$ cat config.mk
export PLATFORM = sky130hd
export DESIGN_NAME = load_store_unit
export DESIGN_NICKNAME = d
export VERILOG_FILES = /design/src/rtl/load_store_unit.sv
export SDC_FILE = /design/constraint.sdc
export NUM_CORES = 1
export LEC_CHECK = 0
export ABC_CLOCK_PERIOD_IN_PS = 5500
export BUFFER_PORTS_ARGS = -buffer_cell sky130_fd_sc_hd__buf_4
export CAP_MARGIN = 25
export CORE_MARGIN = 2
export CORE_UTILIZATION = 30
export CTS_CLUSTER_DIAMETER = 40
export DETAILED_ROUTE_END_ITERATION = 8
export PLACE_DENSITY = 0.52
export SLEW_MARGIN = 0
export SYNTH_ARGS = -nofsm -noshare
export SYNTH_HDL_FRONTEND = slang
export SYNTH_SLANG_ARGS = --single-unit
$ cat constraint.sdc
create_clock -name CLK -period 5.5 [get_ports CLK]
set_clock_uncertainty 0.2 [all_clocks]
set_input_delay 0.55 -clock CLK [delete_from_list [all_inputs] [get_ports CLK]]
set_output_delay 0.55 -clock CLK [all_outputs]
set_load 0.02 [all_outputs]
$ cat src/rtl/load_store_unit.sv
// load_store_unit: sequences one RV32I load/store into byte/word accesses on a big-endian,
// async-read data memory. Define LSU_BOUNDS_CHECK_EN to also reject accesses beyond MEM_BYTES.
module load_store_unit #(
  parameter int unsigned MEM_BYTES = 1025
) (
  input  logic        CLK,
  input  logic        RST,
  input  logic        REQ_VALID,
  output logic        REQ_READY,
  input  logic        REQ_WE,
  input  logic [2:0]  REQ_FUNCT3,
  input  logic [31:0] REQ_ADDR,
  input  logic [31:0] REQ_WDATA,
  output logic        RESP_VALID,
  output logic [31:0] RESP_RDATA,
  output logic        RESP_ERR,
  output logic        MEM_WE,
  output logic [1:0]  MEM_FUNCT3,
  output logic [31:0] MEM_ADDRESS,
  output logic [31:0] MEM_WRITE_DATA,
  input  logic [31:0] MEM_READ_DATA
);

  localparam logic [2:0] F3_B  = 3'b000;
  localparam logic [2:0] F3_H  = 3'b001;
  localparam logic [2:0] F3_W  = 3'b010;
  localparam logic [2:0] F3_BU = 3'b100;
  localparam logic [2:0] F3_HU = 3'b101;

  localparam logic [1:0] MEM_BYTE = 2'd0;
  localparam logic [1:0] MEM_WORD = 2'd2;

  typedef enum logic [1:0] {
    S_IDLE,
    S_ACCESS,
    S_STORE_LO,
    S_RESP
  } state_t;

  state_t      state;
  logic        we_q;
  logic [2:0]  funct3_q;
  logic [31:0] addr_q;
  logic [7:0]  wdata_lo_q;

  logic        resp_valid_q;
  logic [31:0] resp_rdata_q;
  logic        resp_err_q;
  logic        mem_we_q;
  logic [1:0]  mem_funct3_q;
  logic [31:0] mem_addr_q;
  logic [31:0] mem_wdata_q;

  logic        funct3_legal;
  logic        misaligned;
  logic        out_of_range;
  logic        req_err;
  logic [1:0]  size_m1;
  logic [31:0] accept_wdata;
  logic [1:0]  accept_mem_funct3;
  logic [31:0] load_data;

  // Legality and alignment are judged on the live request so the error path needs no memory cycle.
  always_comb begin
    funct3_legal = 1'b0;
    misaligned   = 1'b0;
    case (REQ_FUNCT3)
      F3_B: funct3_legal = 1'b1;
      F3_H: begin
        funct3_legal = 1'b1;
        misaligned   = REQ_ADDR[0];
      end
      F3_W: begin
        funct3_legal = 1'b1;
        misaligned   = |REQ_ADDR[1:0];
      end
      F3_BU: funct3_legal = !REQ_WE;
      F3_HU: begin
        funct3_legal = !REQ_WE;
        misaligned   = REQ_ADDR[0];
      end
      default: funct3_legal = 1'b0;
    endcase
  end

  always_comb begin
    case (REQ_FUNCT3[1:0])
      2'b00:   size_m1 = 2'd0;
      2'b01:   size_m1 = 2'd1;
      default: size_m1 = 2'd3;
    endcase
  end

`ifdef LSU_BOUNDS_CHECK_EN
  logic [32:0] last_byte;

  // 33-bit sum so an access wrapping past 0xFFFFFFFF lands above any memory size.
  always_comb begin
    last_byte    = {1'b0, REQ_ADDR} + {31'd0, size_m1};
    out_of_range = (last_byte >= 33'(MEM_BYTES));
  end
`else
  logic unused_bounds;

  assign unused_bounds = (MEM_BYTES != 0) ^ (|size_m1);
  assign out_of_range  = 1'b0;
`endif

  assign req_err = !funct3_legal || misaligned || out_of_range;

  always_comb begin
    accept_mem_funct3 = MEM_WORD;
    accept_wdata      = 32'd0;
    if (REQ_WE) begin
      case (REQ_FUNCT3)
        F3_W: accept_wdata = REQ_WDATA;
        F3_H: begin
          accept_mem_funct3 = MEM_BYTE;
          accept_wdata      = {24'd0, REQ_WDATA[15:8]};
        end
        default: begin
          accept_mem_funct3 = MEM_BYTE;
          accept_wdata      = {24'd0, REQ_WDATA[7:0]};
        end
      endcase
    end
  end

  // Memory is big-endian: the addressed byte always sits in the top lane of the read word.
  always_comb begin
    case (funct3_q)
      F3_B:    load_data = {{24{MEM_READ_DATA[31]}}, MEM_READ_DATA[31:24]};
      F3_BU:   load_data = {24'd0, MEM_READ_DATA[31:24]};
      F3_H:    load_data = {{16{MEM_READ_DATA[31]}}, MEM_READ_DATA[31:16]};
      F3_HU:   load_data = {16'd0, MEM_READ_DATA[31:16]};
      default: load_data = MEM_READ_DATA;
    endcase
  end

  always_ff @(posedge CLK) begin
    if (RST) begin
      state        <= S_IDLE;
      we_q         <= 1'b0;
      funct3_q     <= 3'd0;
      addr_q       <= 32'd0;
      wdata_lo_q   <= 8'd0;
      resp_valid_q <= 1'b0;
      resp_rdata_q <= 32'd0;
      resp_err_q   <= 1'b0;
      mem_we_q     <= 1'b0;
      mem_funct3_q <= MEM_WORD;
      mem_addr_q   <= 32'd0;
      mem_wdata_q  <= 32'd0;
    end else begin
      resp_valid_q <= 1'b0;
      case (state)
        S_IDLE: begin
          if (REQ_VALID) begin
            we_q       <= REQ_WE;
            funct3_q   <= REQ_FUNCT3;
            addr_q     <= REQ_ADDR;
            wdata_lo_q <= REQ_WDATA[7:0];
            mem_addr_q <= REQ_ADDR;
            if (req_err) begin
              state        <= S_RESP;
              resp_valid_q <= 1'b1;
              resp_err_q   <= 1'b1;
              resp_rdata_q <= 32'd0;
            end else begin
              state        <= S_ACCESS;
              mem_we_q     <= REQ_WE;
              mem_funct3_q <= accept_mem_funct3;
              mem_wdata_q  <= accept_wdata;
            end
          end
        end
        S_ACCESS: begin
          if (we_q && (funct3_q == F3_H)) begin
            // Second half of sh: low byte goes one address up.
            state       <= S_STORE_LO;
            mem_addr_q  <= addr_q + 32'd1;
            mem_wdata_q <= {24'd0, wdata_lo_q};
          end else begin
            state        <= S_RESP;
            resp_valid_q <= 1'b1;
            resp_err_q   <= 1'b0;
            resp_rdata_q <= we_q ? 32'd0 : load_data;
            mem_we_q     <= 1'b0;
            mem_funct3_q <= MEM_WORD;
            mem_addr_q   <= addr_q;
            mem_wdata_q  <= 32'd0;
          end
        end
        S_STORE_LO: begin
          state        <= S_RESP;
          resp_valid_q <= 1'b1;
          resp_err_q   <= 1'b0;
          resp_rdata_q <= 32'd0;
          mem_we_q     <= 1'b0;
          mem_funct3_q <= MEM_WORD;
          mem_addr_q   <= addr_q;
          mem_wdata_q  <= 32'd0;
        end
        default: begin
          state <= S_IDLE;
        end
      endcase
    end
  end

  // Reset kills an in-flight write in the same cycle rather than one edge later.
  assign MEM_WE         = mem_we_q && !RST;
  assign MEM_FUNCT3     = mem_funct3_q;
  assign MEM_ADDRESS    = mem_addr_q;
  assign MEM_WRITE_DATA = mem_wdata_q;

  assign REQ_READY  = (state == S_IDLE) && !RST;
  assign RESP_VALID = resp_valid_q;
  assign RESP_RDATA = resp_rdata_q;
  assign RESP_ERR   = resp_err_q;

endmodule

==> flow_metrics.py <==
metrics = {
    "synthesis": {
        "syn_nets": 1043,
        "yosys_warnings": 0,
        "avgSynthCellArea_um2": 7.90,
        "synth-edff-count": 0,
        "synthTopCellsByArea": "dfxtp_1, a21oi_1, nand2_1, nand3b_1, nor2_1",
        "syn_inst": 935,
        "synthFlopType": "dfxtp_1",
        "synth_async_sr_flop_share_pct": 0,
        "synth_top_area_share_pct": 39.6,
        "synth_area_mm2": 0.00739,
        "synth_top_area_cell": "dfxtp_1",
        "ys_types": 72,
        "synth_seq_area_share_pct": 39.6,
        "synth_seq_cells": 146,
    },
    "sta": {
        "period_minus_slack_ps": 2990,
        "final-hold-violation-count": 0,
        "max_freq_mhz": 334,
        "setup_viol": 0,
        "maxSlewHeadroom_pct": 34.5,
        "timing.setup.tns_ps": 0,
        "slew_violations": 0,
        "grt_setup_unrepaired": "no",
        "worstMarginPinSlew_ps": 983,
        "whs_ps": 184,
        "period_share_pct": 54.4,
    },
    "critical_path": {
        "crit_required_ps": 5580,
        "criticalPathCategory": "flop to flop",
        "crit_fanout": 20,
        "cpMaxStageDelayCell": "dfxtp_1",
        "max_stage_delay_ps": 910,
        "end_kind": "flop",
        "critPathLaunchType": "flop",
        "worstPathArrival_ps": 3070,
        "path_cells": "nor4bb_1 -> buf_4 -> nand4_1 -> o311ai_0 -> o41ai_1 -> a211oi_1 -> o32ai_1",
    },
    "grt": {
        "grt_use_met3_pct": 4.03,
        "grt_max_degree": 67,
        "grt_pass1_vias": 6975,
        "gr-usage-all-layers_pct": 19.0,
        "grt_first_pass_wirelength_um": 39500,
        "met2_usage_pct": 30.0,
        "antenna_found_initial": 0,
        "use_met1_pct": 26.6,
        "grt_overflow": 0,
        "grt.busiest_layer": "met2",
    },
    "floorplan": {
        "pin_count": 205,
        "dieArea_mm2": 0.0259,
        "initial_utilization_pct": 30.5,
        "dieHeight_um": 161,
        "core-area_mm2": 0.0242,
        "std_cell_rows": 57,
        "die_width_um": 161,
    },
    "routing": {
        "viasPerCell": 5.24,
        "dr.pass1.iters": 5,
        "drtIter0Drc": 564,
        "vias": 7469,
        "drc": 0,
        "totalWireLength_um": 25200,
        "ant_nets": 0,
        "wl_per_cell_um": 17.7,
    },
    "layout": {
        "drive_gt1_share_pct": 24.3,
        "mostFrequentLayoutCells": "buf_4, nand2_1, dfxtp_1",
        "antennaDiodeCount": 0,
        "postLayoutCellArea_mm2": 0.00964,
        "final_common_cell": "buf_4",
        "syn2layout_area_growth_pct": 30.6,
        "final_cells": 1425,
        "nNetsFinal": 1197,
    },
    "power_and_ir_drop": {
        "ir_drop_v": 0.000256,
        "p_leak_nw": 3.73,
        "total_power_mw": 4.74,
        "power_density_mw_per_mm2": 491,
    },
    "clock_network": {
        "clk_latency_ps": 420,
        "clockBufferDepth": 2,
        "cts_tree": "done",
        "cts_htree_levels": 4,
        "path_clk_slew_ps": 60,
        "cts_setup_buffers": 0,
        "cts-root-buf": "clkbuf_16",
        "post_cts_resized": 0,
        "cts_hold_buffers": 0,
        "cts_buffers": 17,
        "clkSinkCount": 146,
    },
    "flow_run": {
        "max_cap_violations": 0,
    },
    "place": {
        "place_area_mm2": 0.00901,
        "io_buffers": 203,
        "placed_cells": 1393,
        "dp_hpwl_um": 16900,
        "place.gp.congestion": 0.784,
    },
    "run_status": {
        "status": "complete, no violations",
    },
    "worst_hold_path": {
        "min_path_type": "input port to flop",
    },
}
cell type report:
cell class                 instances  area [um2]
timing repair buffer             217        1650
fill                            2587       14600
clock buffer                      22         494
inverter                          15        56.3
sequential                       146        2920
clock inverter                     9         128
multi-input combinational        692        3990
tap                              324         405
logic make-up after synthesis:
group                      share of synthesized area, %
other                                            0.0508
buffers and inverters                              6.61
AOI/OAI and AO/OA                                  21.5
muxes                                              2.86
adders and majority gates                         0.847
DFF                                                39.6
xor gates and xnor gates                          0.711
and+or+nand+nor                                    27.9
cells in the mapped netlist (all sizes together) (6+ instances only):
library cell,count
nand3,44
nand4,8
a211oi,19
nand2,157
buf,16
nand3b,35
o311ai,7
nor2b,26
nor3,21
clkbuf,65
nand2b,8
and4,6
nor2,64
o211ai,7
nor4,13
and3,7
o21ai,24
a221oi,6
o41ai,13
a21oi,127
dfxtp,146
o31ai,26
inv,14
mux2i,20
power by group:
part | internal (mW) | switching, mW | total (mW)
Combinational | 0.698 | 1.31 | 2.00
Clock | 0.770 | 0.473 | 1.24
Sequential | 1.29 | 0.199 | 1.49
critical path, delay by kind of cell (launching register included):
| family | cells | cell delay, ps |
|---|---|---|
| DFF | 1 | 910 |
| AOI/OAI and AO/OA | 4 | 900 |
| and+or+nand+nor | 2 | 630 |
| buffers and inverters | 1 | 210 |
layer usage:
metal  part of all wire [%]  vias up
li1                       -     3648
met1                     48     3547
met3                    6.0       13
met4                    1.0        0
met2                     45      261
met5                      0        -
sequential cells by signal (all words and copies together), names as in the netlist:
name            count
MEM_ADDRESS        32
MEM_FUNCT3          1
MEM_WRITE_DATA     32
RESP_ERR            1
RESP_RDATA         32
RESP_VALID          1
addr_q             32
funct3_q            3
mem_we_q            1
state               2
wdata_lo_q          8
we_q                1
metrics by stage:
| step | util, % | setup WS, ps |
|---|---|---|
| floorplan | - | 3200 |
| global placement | 37.1 | 2550 |
| detailed placement | 37.1 | 2510 |
| CTS | 39.7 | 2520 |
| global route | 39.8 | 2260 |
| finish | 39.8 | 2510 |
final timing paths:
check / start / end / slack, ps / depth (start not counted)
worst max-delay path: funct3_q[0] / MEM_ADDRESS[25] / 2510 / 7
worst min-delay path: REQ_ADDR[19] / addr_q[19] / 180 / 3
worst max register to register: funct3_q[0] / MEM_ADDRESS[25] / 2510 / 7
worst min register to register: MEM_ADDRESS[16] / MEM_ADDRESS[16] / 250 / 2
Note: power is estimated with default switching activity, not from simulation.
